File: src/rtl/uart_alu_pkg.sv
// ---------------------------------------------------------------------------
// uart_alu_pkg
// Shared definitions for the UART ALU command master: protocol opcode bytes,
// FSM state encoding and the step-selection helper used when cached operand
// pairs are skipped.
// ---------------------------------------------------------------------------
package uart_alu_pkg;

  localparam logic [7:0] OP_LOAD_A     = 8'h00;
  localparam logic [7:0] OP_LOAD_B     = 8'h01;
  localparam logic [7:0] OP_GET_RESULT = 8'h02;
  localparam logic [7:0] OP_LOAD_OP    = 8'h03;
  localparam logic [7:0] ERR_BYTE      = 8'hFF;

  // Step 6 is the trailing GET_RESULT byte; steps 0..5 are three 2-byte pairs.
  localparam logic [2:0] LAST_STEP = 3'd6;

  typedef enum logic [2:0] {
    ST_IDLE    = 3'd0,
    ST_LOAD_TX = 3'd1,
    ST_WAIT_TX = 3'd2,
    ST_WAIT_RX = 3'd3,
    ST_DONE    = 3'd4
  } state_t;

  // First step of the lowest pair at or after from_pair that is not skipped.
  // Pair 0 = A, pair 1 = B, pair 2 = op, pair 3 = GET_RESULT (never skipped).
  function automatic logic [2:0] first_needed_step(input logic [1:0] from_pair,
                                                   input logic [2:0] skip);
    logic [2:0] s;
    s = LAST_STEP;
    if (from_pair <= 2'd2 && !skip[2]) s = 3'd4;
    if (from_pair <= 2'd1 && !skip[1]) s = 3'd2;
    if (from_pair == 2'd0 && !skip[0]) s = 3'd0;
    return s;
  endfunction

endpackage

File: src/rtl/uart_alu_cmd_master_cycle_timeout_counter.sv
// ---------------------------------------------------------------------------
// cycle_timeout_counter
// Response timer. Loaded with TIMEOUT_CYCLES-1 while clear is high, counts
// down while enable is high, and flags expired on terminal count (zero).
// Entering the counted phase right after a clear, expired rises in the
// TIMEOUT_CYCLES-th enabled cycle.
// Ports:
//   i_clk      clock, rising edge
//   i_reset_n  asynchronous reset, active-low
//   clear      reload the counter
//   enable     count one cycle
//   expired    terminal count reached
// ---------------------------------------------------------------------------
module cycle_timeout_counter #(
  parameter int NB_TIMEOUT     = 20,
  parameter int TIMEOUT_CYCLES = 200000
) (
  input  logic i_clk,
  input  logic i_reset_n,
  input  logic clear,
  input  logic enable,
  output logic expired
);

  localparam logic [NB_TIMEOUT-1:0] LOAD_VAL = NB_TIMEOUT'(TIMEOUT_CYCLES - 1);

  logic [NB_TIMEOUT-1:0] count;

  always_ff @(posedge i_clk or negedge i_reset_n) begin
    if (!i_reset_n) begin
      count <= '0;
    end else if (clear) begin
      count <= LOAD_VAL;
    end else if (enable && (count != '0)) begin
      count <= count - 1'b1;
    end
  end

  assign expired = (count == '0);

endmodule

File: src/rtl/uart_alu_cmd_master.sv
// ---------------------------------------------------------------------------
// uart_alu_cmd_master
// Host-side initiator for the UART ALU command protocol. On i_start it sends
// 00,A / 01,B / 03,op / 02 through a byte-wide UART TX, then waits for one
// result byte on UART RX (or a timeout).
//
// Optional feature macro: UART_ALU_CMD_MASTER_CACHE_EN
//   When defined, A/B/op of the last successful transaction are cached and
//   any pair whose field matches the cache is not resent.
//
// Ports:
//   i_clk, i_reset_n           clock / async active-low reset
//   i_start                    begin transaction (sampled in IDLE only)
//   i_data_A, i_data_B         operands, latched on accepted start
//   i_alu_op                   operator, latched on accepted start
//   i_tx_done                  UART TX finished current byte
//   i_rx_done, i_rx_data       UART RX byte strobe and data
//   o_tx_data, o_tx_start      byte and 1-cycle request to UART TX
//   o_busy                     transaction in progress
//   o_done                     1-cycle completion pulse
//   o_result, o_timeout        result byte / no-response flag, held to next done
//
// state      | meaning
// -----------+-----------------------------------------------------------
// ST_IDLE    | waiting for i_start
// ST_LOAD_TX | present byte[step] and pulse o_tx_start
// ST_WAIT_TX | waiting for i_tx_done of the current byte
// ST_WAIT_RX | all bytes sent, timing the response
// ST_DONE    | o_done pulse, back to IDLE
// ---------------------------------------------------------------------------
module uart_alu_cmd_master
  import uart_alu_pkg::*;
#(
  parameter int NB_DATA        = 8,
  parameter int NB_ALU_OP      = 6,
  parameter int NB_TIMEOUT     = 20,
  parameter int TIMEOUT_CYCLES = 200000
) (
  input  logic                 i_clk,
  input  logic                 i_reset_n,
  input  logic                 i_start,
  input  logic [NB_DATA-1:0]   i_data_A,
  input  logic [NB_DATA-1:0]   i_data_B,
  input  logic [NB_ALU_OP-1:0] i_alu_op,
  input  logic                 i_tx_done,
  input  logic                 i_rx_done,
  input  logic [NB_DATA-1:0]   i_rx_data,
  output logic [NB_DATA-1:0]   o_tx_data,
  output logic                 o_tx_start,
  output logic                 o_busy,
  output logic                 o_done,
  output logic [NB_DATA-1:0]   o_result,
  output logic                 o_timeout
);

  state_t                state;
  logic [2:0]            step;
  logic [NB_DATA-1:0]    a_q;
  logic [NB_DATA-1:0]    b_q;
  logic [NB_ALU_OP-1:0]  op_q;
  logic [2:0]            skip_q;
  logic [NB_DATA-1:0]    rx_hold;
  logic                  rx_hold_valid;
  logic [NB_DATA-1:0]    tx_byte;
  logic [2:0]            skip_in;
  logic                  tmo_expired;

  // Skip mask {op, B, A} evaluated against the incoming operands at start.
`ifdef UART_ALU_CMD_MASTER_CACHE_EN
  logic                 cache_valid;
  logic [NB_DATA-1:0]   cache_a;
  logic [NB_DATA-1:0]   cache_b;
  logic [NB_ALU_OP-1:0] cache_op;

  // DONE is the one cycle where o_timeout already reflects the finished
  // transaction and the latched operands are still those that were sent.
  always_ff @(posedge i_clk or negedge i_reset_n) begin
    if (!i_reset_n) begin
      cache_valid <= 1'b0;
      cache_a     <= '0;
      cache_b     <= '0;
      cache_op    <= '0;
    end else if (state == ST_DONE) begin
      if (o_timeout) begin
        cache_valid <= 1'b0;
      end else begin
        cache_valid <= 1'b1;
        cache_a     <= a_q;
        cache_b     <= b_q;
        cache_op    <= op_q;
      end
    end
  end

  assign skip_in = {cache_valid && (i_alu_op == cache_op),
                    cache_valid && (i_data_B == cache_b),
                    cache_valid && (i_data_A == cache_a)};
`else
  assign skip_in = 3'b000;
`endif

  always_comb begin
    tx_byte = NB_DATA'(ERR_BYTE);
    case (step)
      3'd0:    tx_byte = NB_DATA'(OP_LOAD_A);
      3'd1:    tx_byte = a_q;
      3'd2:    tx_byte = NB_DATA'(OP_LOAD_B);
      3'd3:    tx_byte = b_q;
      3'd4:    tx_byte = NB_DATA'(OP_LOAD_OP);
      3'd5:    tx_byte = {{(NB_DATA-NB_ALU_OP){1'b0}}, op_q};
      3'd6:    tx_byte = NB_DATA'(OP_GET_RESULT);
      default: tx_byte = NB_DATA'(ERR_BYTE);
    endcase
  end

  // Reloaded during every WAIT_TX cycle, so it is fresh on WAIT_RX entry.
  cycle_timeout_counter #(
    .NB_TIMEOUT     (NB_TIMEOUT),
    .TIMEOUT_CYCLES (TIMEOUT_CYCLES)
  ) u_timeout (
    .i_clk     (i_clk),
    .i_reset_n (i_reset_n),
    .clear     (state == ST_WAIT_TX),
    .enable    (state == ST_WAIT_RX),
    .expired   (tmo_expired)
  );

  always_ff @(posedge i_clk or negedge i_reset_n) begin
    if (!i_reset_n) begin
      state         <= ST_IDLE;
      step          <= '0;
      a_q           <= '0;
      b_q           <= '0;
      op_q          <= '0;
      skip_q        <= '0;
      rx_hold       <= '0;
      rx_hold_valid <= 1'b0;
      o_tx_data     <= '0;
      o_tx_start    <= 1'b0;
      o_busy        <= 1'b0;
      o_done        <= 1'b0;
      o_result      <= '0;
      o_timeout     <= 1'b0;
    end else begin
      o_tx_start <= 1'b0;
      o_done     <= 1'b0;
      case (state)
        ST_IDLE: begin
          if (i_start) begin
            a_q           <= i_data_A;
            b_q           <= i_data_B;
            op_q          <= i_alu_op;
            skip_q        <= skip_in;
            step          <= first_needed_step(2'd0, skip_in);
            rx_hold_valid <= 1'b0;
            o_busy        <= 1'b1;
            state         <= ST_LOAD_TX;
          end
        end

        ST_LOAD_TX: begin
          o_tx_data  <= tx_byte;
          o_tx_start <= 1'b1;
          state      <= ST_WAIT_TX;
        end

        ST_WAIT_TX: begin
          if (i_tx_done) begin
            if (step != LAST_STEP) begin
              // After a data byte (odd step) move to the next pair still needed.
              step  <= step[0] ? first_needed_step(step[2:1] + 2'd1, skip_q)
                               : step + 3'd1;
              state <= ST_LOAD_TX;
            end else if (i_rx_done) begin
              o_result  <= i_rx_data;
              o_timeout <= 1'b0;
              o_done    <= 1'b1;
              o_busy    <= 1'b0;
              state     <= ST_DONE;
            end else if (rx_hold_valid) begin
              o_result  <= rx_hold;
              o_timeout <= 1'b0;
              o_done    <= 1'b1;
              o_busy    <= 1'b0;
              state     <= ST_DONE;
            end else begin
              state <= ST_WAIT_RX;
            end
          end else if (i_rx_done && (step == LAST_STEP)) begin
            // Remote answered before our TX reported the 0x02 byte done.
            rx_hold       <= i_rx_data;
            rx_hold_valid <= 1'b1;
          end
        end

        ST_WAIT_RX: begin
          if (i_rx_done) begin
            o_result  <= i_rx_data;
            o_timeout <= 1'b0;
            o_done    <= 1'b1;
            o_busy    <= 1'b0;
            state     <= ST_DONE;
          end else if (tmo_expired) begin
            o_result  <= '0;
            o_timeout <= 1'b1;
            o_done    <= 1'b1;
            o_busy    <= 1'b0;
            state     <= ST_DONE;
          end
        end

        ST_DONE: begin
          state <= ST_IDLE;
        end

        default: begin
          state <= ST_IDLE;
        end
      endcase
    end
  end

endmodule

File: config.mk
export PLATFORM = sky130hd
export DESIGN_NAME = uart_alu_cmd_master
export DESIGN_NICKNAME = d
export VERILOG_FILES = /design/src/rtl/uart_alu_pkg.sv /design/src/rtl/uart_alu_cmd_master_cycle_timeout_counter.sv /design/src/rtl/uart_alu_cmd_master.sv
export SDC_FILE = /design/constraint.sdc
export NUM_CORES = 1
export LEC_CHECK = 0
export ABC_CLOCK_PERIOD_IN_PS = 5000
export CORE_MARGIN = 2
export CORE_UTILIZATION = 59
export DETAILED_ROUTE_END_ITERATION = 10
export PLACE_DENSITY = 0.92
export SLEW_MARGIN = 25
export SYNTH_ARGS = -nofsm -noshare
export SYNTH_HDL_FRONTEND = slang
export SYNTH_SLANG_ARGS = --single-unit
File: constraint.sdc
create_clock -name i_clk -period 5 [get_ports i_clk]
set_input_delay 1.5 -clock i_clk [delete_from_list [all_inputs] [get_ports i_clk]]
set_output_delay 1.5 -clock i_clk [all_outputs]
set_load 0.01 [all_outputs]
==> metrics.yaml, run 1 <==
yosys:
  synth_top_cell_area_share_pct: 48.2
  yosys_most_used_dff: "dfrtp_1"
  synth_async_sr_flop_share_pct: 100
  ys_top_cells_by_area: "dfrtp_1, mux2_2, a21oi_1"
  synth_area_um2: 3990
  synthAdderAreaFrac_pct: 1.88
  syn_inst: 362
  synthSimpleGateAreaFrac_pct: 16.8
  synth_commonest_cells: "dfrtp_1, mux2_2, a21oi_1, nand2_1, nor2_1"
  synth_mux_area_share_pct: 12.8
  yosysMostFrequentCell: "dfrtp_1"
  synth_edf_count: 0
  synth_largest_area_cell: "dfrtp_1"
  syn_avg_cell_area_um2: 11.0
  ys_seq_area_share_pct: 48.2
  yosysWarnings: 0
  yosys_register_bits: 77
  synth_xor_area_share_pct: 0.219
  synth_top_family_by_area: "simple AND/OR/NAND/NOR gates"
  synthesis.nets: 403
  yosysUniqueCellTypes: 64
  synth_compound_area_share_pct: 16.6
pwr:
  powerDensity_nw_per_um2: 520
  p_leak_nw: 1.92
  peakVddDrop_mv: 0.332
  seqPwrFrac_pct: 41.2
  p_total_mw: 2.51
  p_int_mw: 1.64
  switchingPower_mw: 0.865
  swShare_pct: 34.5
  clkPwrFrac_pct: 23.1
  pwr-share-comb_pct: 35.7
clock_network:
  clk_pin_slew_ps: 80
  cts-root-buf: "clkbuf_8"
  clk_latency_ps: 360
  holdBufCountCts: 0
  htree_levels: 3
  cts.sinks: 77
  cts.path.max_buffers: 2
  cts_setup_buffers: 0
  cts_buffers: 9
  tritoncts: "yes"
  post_cts_resized: 0
timing:
  finalHoldViolCount: 0
  post-route-period-util_pct: 68.7
  fin_setup_tns_ps: 0
  setup_viol: 0
  fin_ws_ps: 1560
  period_needed_ps: 3440
  slew_headroom_pct: 36.0
  maxSlewViolCount: 0
  worst_pin_slew_ps: 960
  rsz0062_at_grt: "false"
  fmax_mhz: 291
  fin_skew_ps: 10.8
routing:
  first_pass_iters: 6
  wire_per_inst_um: 19.0
  drt_wl_total_um: 9390
  drc: 0
  first_iter_violations: 414
  antenna_left: 0
  drt-vias-per-instance: 6.65
  vias: 3280
grt:
  antenna_found_initial: 0
  grt_pass1_wl_um: 15800
  grt_use_total_pct: 27.1
  grt_max_degree: 78
  grt_pass1_vias: 3264
  grt_overflow: 0
final_layout:
  n_antenna_cell: 0
  drive_gt1_share_pct: 20.7
  final_cell_area_um2: 4820
  syn2layout_area_growth_pct: 20.8
  stdcell_count: 493
  final_nets: 452
worst_setup_path:
  cp_cell_sequence: "clkdlybuf4s50_1 -> inv_1 -> nor4_4 -> mux2_2"
  setup.worst_path.end_class: "flip-flop"
  max_stage_delay_ps: 860
  critPathBufInv: 2
  cp_slowest_cell: "clkdlybuf4s50_1"
  cp.arrival_ps: 3680
  critPathTopFamily: "buffers and inverters"
  required_ps: 5240
  worst_setup_path_start_kind: "input pin"
  path_class: "in -> reg"
  crit_path_max_fanout: 16
min_path:
  hold_class: "reg -> reg"
placed_design:
  port_buffers: 54
  placedCellCount: 477
  finalWeightedCongestion: 0.829
  dp_slack_ps: 1290
  hpwl_um: 6070
  placed_area_um2: 4570
floorplan:
  start_util_pct: 61.8
  core_area_um2: 6460
  die_area_um2: 7440
  dieWidth_um: 86.3
  row_count: 29
  die_y_um: 86.3
  io_pins: 55
outcome:
  status: "finished clean"
flow_run:
  drv_cap: 0
==> stage by stage <==
step                hold slack (ps)  util, %
floorplan                       472        -
global placement                482     70.7
detailed placement              489     70.7
CTS                             512     74.5
global route                    523     74.7
finish                          506     74.7
==> worst paths after layout <==
path                         startpoint  slack, ps            endpoint  depth (start not counted)
setup / recovery              i_rx_done       1560          rx_hold[0]                          4
hold / removal             o_tx_data[1]        510        o_tx_data[1]                          1
setup reg to reg               state[0]       2440          rx_hold[0]                          3
hold reg to reg            o_tx_data[1]        510        o_tx_data[1]                          1
max in group asynchronous     i_reset_n       3380          rx_hold[4]                          1
min in group asynchronous     i_reset_n       1170  u_timeout.count[9]                          1
==> power by group through the flow <==
stage / clock [mW] / combinational (mW) / sequential [mW]
after detailed placement: 0 / 0.877 / 1.03
final: 0.580 / 0.894 / 1.03
after global placement: 0 / 0.838 / 1.02
after floorplan: 0 / 0.584 / 0.978
after CTS: 0.587 / 0.886 / 1.03
after global routing: 0.611 / 0.969 / 1.06
==> metal layers <==
metal	vias up	global-route usage [%]	routed length [µm]
met1	1625	36.3	3910
li1	1476	-	-
met2	160	42.9	4730
met4	0	11.4	183
met5	-	0	0
met3	19	6.10	561
==> sequential cells by signal, indices dropped and copies added (netlist names) <==
register,cells
step,3
b_q,8
rx_hold_valid,1
o_busy,1
o_tx_data,8
u_timeout.count,20
op_q,6
o_timeout,1
o_done,1
a_q,8
o_result,8
rx_hold,8
o_tx_start,1
state,3
==> cells in the final DEF (no fill, tap or decap), drive strengths merged, types with 4 or more instances in the layout <==
cell           synthesis  routed
nand2                 20      20
ha                     6       6
nor2                  19      19
nor3b                  4       4
a21oi                 22      22
o41ai                  5       5
o21ai                 14      14
dfrtp                 77      77
a22o                   9       9
nand3                 10      10
nor3                  12      12
inv                   11      11
a22oi                  6       6
o31ai                  4       4
a31oi                  4       4
buf                    5       4
or4                    5       5
o211ai                 9       9
mux2                  42      42
or3                    8       8
nand2b                 6       6
and2                   4       4
clkbuf                13      11
nor4                   7       7
mux2i                  4       4
clkdlybuf4s50          0      53
==> cell families (layout without fill, tap and decap cells) <==
group	count (synthesis)	after routing
DFF	77	77
and+or+nand+nor	110	110
xor gates and xnor gates	1	1
adders and majority gates	6	6
buffers and inverters	30	84
muxes	46	46
AOI/OAI and AO/OA	92	92
==> cell type report <==
| type | instances | area (µm²) |
|---|---|---|
| Clock inverter | 5 | 108 |
| Clock buffer | 11 | 141 |
| Inverter | 11 | 41.3 |
| Sequential cell | 77 | 1930 |
| Tap cell | 77 | 96.3 |
| Timing Repair Buffer | 57 | 564 |
| Multi-Input combinational cell | 255 | 1950 |
| Fill cell | 401 | 1640 |
(Power assumes the default switching activity.)
==> run 2, diff against run 1 <==
--- a/config.mk
+++ b/config.mk
@@ -5,11 +5,11 @@
 export SDC_FILE = /design/constraint.sdc
 export NUM_CORES = 1
 export LEC_CHECK = 0
-export ABC_CLOCK_PERIOD_IN_PS = 5000
+export ABC_CLOCK_PERIOD_IN_PS = 3100
 export CORE_MARGIN = 2
-export CORE_UTILIZATION = 59
+export CORE_UTILIZATION = 50
 export DETAILED_ROUTE_END_ITERATION = 10
-export PLACE_DENSITY = 0.92
+export PLACE_DENSITY = 0.84
 export SLEW_MARGIN = 25
 export SYNTH_ARGS = -nofsm -noshare
 export SYNTH_HDL_FRONTEND = slang
==> constraint.sdc (replaced) <==
create_clock -name i_clk -period 3.1 [get_ports i_clk]
set_input_delay 0.93 -clock i_clk [delete_from_list [all_inputs] [get_ports i_clk]]
set_output_delay 0.93 -clock i_clk [all_outputs]
set_load 0.01 [all_outputs]
==> metrics.yaml, run 2 (synthesis gave the netlist of run 1 again) <==
outcome:
  status: "finished clean"
final_layout:
  final_nets: 459
  regMostFlops: "u_timeout.count"
  drive_gt1_share_pct: 21.7
  layout_commonest_cell: "dfrtp_1"
  syn2layout_area_growth_pct: 21.5
  fill_cells: 581
  final_util_pct: 62.8
  largest_reg_flops: 20
  final_cell_mix: "dfrtp_1, clkdlybuf4s50_1, mux2_2"
  n_antenna_cell: 0
placed_design:
  dp_slack_ps: 398
  port_buffers: 54
  finalWeightedCongestion: 0.826
  hpwl_um: 6180
grt:
  grt_pass1_wl_um: 15800
  grt_use_total_pct: 22.9
  grt_pass1_vias: 3231
  grt_max_degree: 78
  grt_overflow: 0
  antenna_found_initial: 0
routing:
  drt-vias-per-instance: 6.13
  drt_wl_total_um: 9150
  first_iter_violations: 180
  vias: 3216
  first_pass_iters: 4
  wire_per_inst_um: 17.4
  drc: 0
  antenna_left: 0
timing:
  worst_pin_slew_ps: 706
  period_needed_ps: 2470
  fmax_mhz: 404
  rsz0062_at_grt: "false"
  finalHoldViolCount: 0
  post-route-period-util_pct: 79.8
  fin_setup_tns_ps: 0
  maxSlewViolCount: 0
  fin_ws_ps: 625
  slew_headroom_pct: 52.9
  setup_viol: 0
  fin_skew_ps: 10.5
clock_network:
  cts.sinks: 77
  holdBufCountCts: 0
  cts-root-buf: "clkbuf_8"
  clk_pin_slew_ps: 90
  clk_latency_ps: 350
  cts_buffers: 9
  post_cts_resized: 0
  htree_levels: 3
  cts.path.max_buffers: 2
  cts_setup_buffers: 0
  tritoncts: "yes"
floorplan:
  die_area_um2: 8720
  start_util_pct: 51.7
  die_y_um: 93.4
  row_count: 32
  core_area_um2: 7730
  dieWidth_um: 93.4
  io_pins: 55
flow_run:
  drv_cap: 0
worst_setup_path:
  setup.worst_path.end_class: "flip-flop"
  crit_path_max_fanout: 10
  required_ps: 3340
  cp_slowest_cell: "o31ai_4"
  cp.arrival_ps: 2710
  worst_setup_path_start_kind: "flip-flop"
  path_class: "reg -> reg"
  max_stage_delay_ps: 530
  cp_cell_sequence: "inv_1 -> ha_1 -> nor3b_2 -> nand2_2 -> o31ai_4 -> mux2_2"
pwr:
  powerDensity_nw_per_um2: 801
  p_leak_nw: 1.92
  peakVddDrop_mv: 0.530
  p_total_mw: 3.88
min_path:
  hold_class: "reg -> reg"
[run 2: cell types whose count changed in the layout (fill, tap and decap cells not counted), sizes merged]
cell / delta
buf: +7
clkinvlp: +3
bufinv: -2
clkinv: -2
inv: +2
clkbuf: -1
[run 2: area by class of cell]
cell class                      count  area [µm²]  share of cell area, %
Tap cell                          102         128                   2.63
Clock buffer                       10         128                   2.63
Sequential cell                    77        1930                   39.7
Clock inverter                      6        70.1                   1.44
Multi-Input combinational cell    255        1940                   40.0
Timing Repair Buffer               64         617                   12.7
Inverter                           11        41.3                  0.851
[run 2: where the power goes]
part	leakage, nW	switching (mW)	internal (mW)
registers	0.928	0.302	1.34
logic	0.899	0.697	0.773
clock network	0.0895	0.393	0.378
total	1.92	1.39	2.49
[run 2: worst paths after layout]
kind	from	endpoint	slack, ps	cells past startpoint
setup / recovery	u_timeout.count[0]	o_result[0]	630	6
hold / removal	op_q[5]	op_q[5]	510	1
setup reg to reg	u_timeout.count[0]	o_result[0]	630	6
hold reg to reg	op_q[5]	op_q[5]	510	1
max in group asynchronous	i_reset_n	u_timeout.count[18]	2020	1
min in group asynchronous	i_reset_n	o_tx_start	600	1
[run 2: stage by stage]
| step | cell area [µm²] | cells | hold slack [ps] |
|---|---|---|---|
| detailed placement | 4650 | 509 | 491 |
| floorplan | 3990 | 362 | 472 |
| CTS | 4850 | 525 | 511 |
| global placement | 4650 | 509 | 485 |
| finish | 4850 | 525 | 508 |
| global route | 4850 | 525 | 530 |
[run 2: critical path: cells and delay by family (launching register included)]
family | cells | cell delay [ps]
compound gates | 1 | 530
fa+ha+maj | 1 | 180
mux | 1 | 400
buf+inv | 1 | 90
flops | 1 | 450
simple gates | 2 | 710
[run 2: routing by layer]
| metal | GRT usage [%] | share of wire [%] | vias to the layer above | wire (µm) |
|---|---|---|---|---|
| met5 | 0 | 0 | - | 0 |
| met4 | 8.58 | 1.2 | 0 | 106 |
| met3 | 3.95 | 4.5 | 11 | 412 |
| met2 | 38.0 | 50 | 105 | 4590 |
| met1 | 30.1 | 44 | 1626 | 4040 |
| li1 | - | - | 1474 | - |
==> run 3, diff against run 2 <==
--- a/config.mk
+++ b/config.mk
@@ -5,11 +5,11 @@
 export SDC_FILE = /design/constraint.sdc
 export NUM_CORES = 1
 export LEC_CHECK = 0
-export ABC_CLOCK_PERIOD_IN_PS = 3100
+export ABC_CLOCK_PERIOD_IN_PS = 2450
 export CORE_MARGIN = 2
-export CORE_UTILIZATION = 50
+export CORE_UTILIZATION = 55
 export DETAILED_ROUTE_END_ITERATION = 10
-export PLACE_DENSITY = 0.84
+export PLACE_DENSITY = 0.87
 export SLEW_MARGIN = 25
 export SYNTH_ARGS = -nofsm -noshare
 export SYNTH_HDL_FRONTEND = slang
==> constraint.sdc (replaced) <==
create_clock -name i_clk -period 2.45 [get_ports i_clk]
set_input_delay 0.735 -clock i_clk [delete_from_list [all_inputs] [get_ports i_clk]]
set_output_delay 0.735 -clock i_clk [all_outputs]
set_load 0.01 [all_outputs]
==> metrics.yaml, run 3 (synthesis gave the netlist of run 1 again) <==
clock_network:
  clk_latency_ps: 360
  tritoncts: "yes"
  cts.sinks: 77
  clk_pin_slew_ps: 80
  cts-root-buf: "clkbuf_8"
  cts_buffers: 9
  htree_levels: 3
  cts.path.max_buffers: 2
  holdBufCountCts: 0
final_layout:
  fill_cells: 518
  syn2layout_area_growth_pct: 23.9
  seqCellArea_um2: 1930
  final_cell_area_um2: 4950
  final_nets: 468
  multi_input_area_um2: 1940
  drive_gt1_share_pct: 23.4
  n_antenna_cell: 0
  regMostFlops: "u_timeout.count"
  layout_commonest_cell: "dfrtp_1"
  largest_reg_flops: 20
  final_cell_mix: "dfrtp_1, clkdlybuf4s50_1, mux2_2"
timing:
  finalHoldViolCount: 0
  fin_skew_ps: 8.95
  worst_pin_slew_ps: 594
  rsz0062_at_grt: "false"
  slew_headroom_pct: 60.0
  setup_viol: 0
  fin_setup_tns_ps: 0
  maxSlewViolCount: 0
  fmax_mhz: 445
  post-route-period-util_pct: 91.7
  period_needed_ps: 2250
pwr:
  clkPwrFrac_pct: 19.7
  peakVddDrop_mv: 0.698
  powerDensity_nw_per_um2: 1010
  pwr-share-comb_pct: 38.9
  seqPwrFrac_pct: 41.5
  swShare_pct: 35.9
  p_int_mw: 3.20
  p_leak_nw: 1.97
  switchingPower_mw: 1.80
routing:
  antenna_left: 0
  drt_wl_total_um: 9440
  drt-vias-per-instance: 6.08
  drc: 0
  wire_per_inst_um: 17.8
  first_iter_violations: 283
  vias: 3228
  first_pass_iters: 4
worst_setup_path:
  cp.arrival_ps: 2490
  rr_startpoint: "u_timeout.count[0]"
  setup.worst_path.end_class: "flip-flop"
  reg2reg_depth: 7
  worst_r2r_endpoint: "o_result[4]"
  crit_path_max_fanout: 10
  worst_setup_path_start_kind: "flip-flop"
  ff2ff_setup_slack_ps: 200
  required_ps: 2700
  path_class: "reg -> reg"
floorplan:
  row_count: 31
  start_util_pct: 56.0
  dieWidth_um: 89.2
  die_y_um: 89.2
  io_pins: 55
  core_area_um2: 7140
  die_area_um2: 7960
grt:
  antenna_found_initial: 0
  grt_use_total_pct: 25.9
  grt_pass1_wl_um: 15800
  grt_overflow: 0
  grt_max_degree: 42
  grt_pass1_vias: 3201
min_path:
  hold_class: "in -> async"
outcome:
  status: "finished clean"
placed_design:
  finalWeightedCongestion: 0.859
  hpwl_um: 6300
  placed_area_um2: 4730
  port_buffers: 54
flow_run:
  drv_cap: 0
run 3: layer usage:
layer	GRT usage, %	up-vias	part of all wire (%)
met5	0	-	0
met2	41.5	114	49
li1	-	1511	-
met4	8.82	0	1.7
met1	36.5	1588	45
met3	3.60	15	4.5
run 3: worst max path at each step:
stage	startpoint	to	slack, ps	cells after the start
after floorplan	i_tx_done	o_result[0]	330	5
after global placement	i_tx_done	o_result[4]	70	5
after detailed placement	i_tx_done	o_result[4]	10	5
after CTS	u_timeout.count[0]	o_result[4]	160	6
after global routing	u_timeout.count[7]	u_timeout.count[11]	60	4
final	u_timeout.count[0]	o_result[4]	200	7
run 3: critical path, stage by stage, from the launching register on:
cell	delay (ps)
dfrtp_1	430
inv_1	80
ha_1	170
nor3b_2	450
nand2_2	170
o31ai_4	320
buf_12	170
mux2_2	340
run 3: repair_timing:
action	in CTS	in global routing
gates resized for setup	0	0
setup endpoints to repair	0	1
setup buffers	0	1
run 3: cell type report:
class	count	area share [%]
clock inverter	6	1.44
timing repair buffer	73	14.5
clock buffer	10	2.58
inverter	11	0.834
tap	99	2.50
sequential	77	38.9
multi-input combinational	255	39.2
run 3: metrics by stage:
step | setup slack [ps] | util (%) | power (mW) | hold WS [ps] | cells
floorplan | 331 | - | 3.19 | 439 | 362
finish | 204 | 69.4 | 5.00 | 326 | 531
global route | 60.4 | 69.4 | 5.29 | 377 | 531
global placement | 66.8 | 66.3 | 3.88 | 482 | 514
detailed placement | 10.3 | 66.3 | 3.99 | 495 | 514
CTS | 156 | 69.1 | 4.99 | 353 | 530
run 3: power by group through the flow:
stage	clock (mW)	sequential [mW]	combinational (mW)
after CTS	0.995	2.06	1.93
final	0.985	2.07	1.94
after detailed placement	0	2.08	1.91
after floorplan	0	2.00	1.19
after global routing	1.05	2.13	2.11
after global placement	0	2.05	1.83
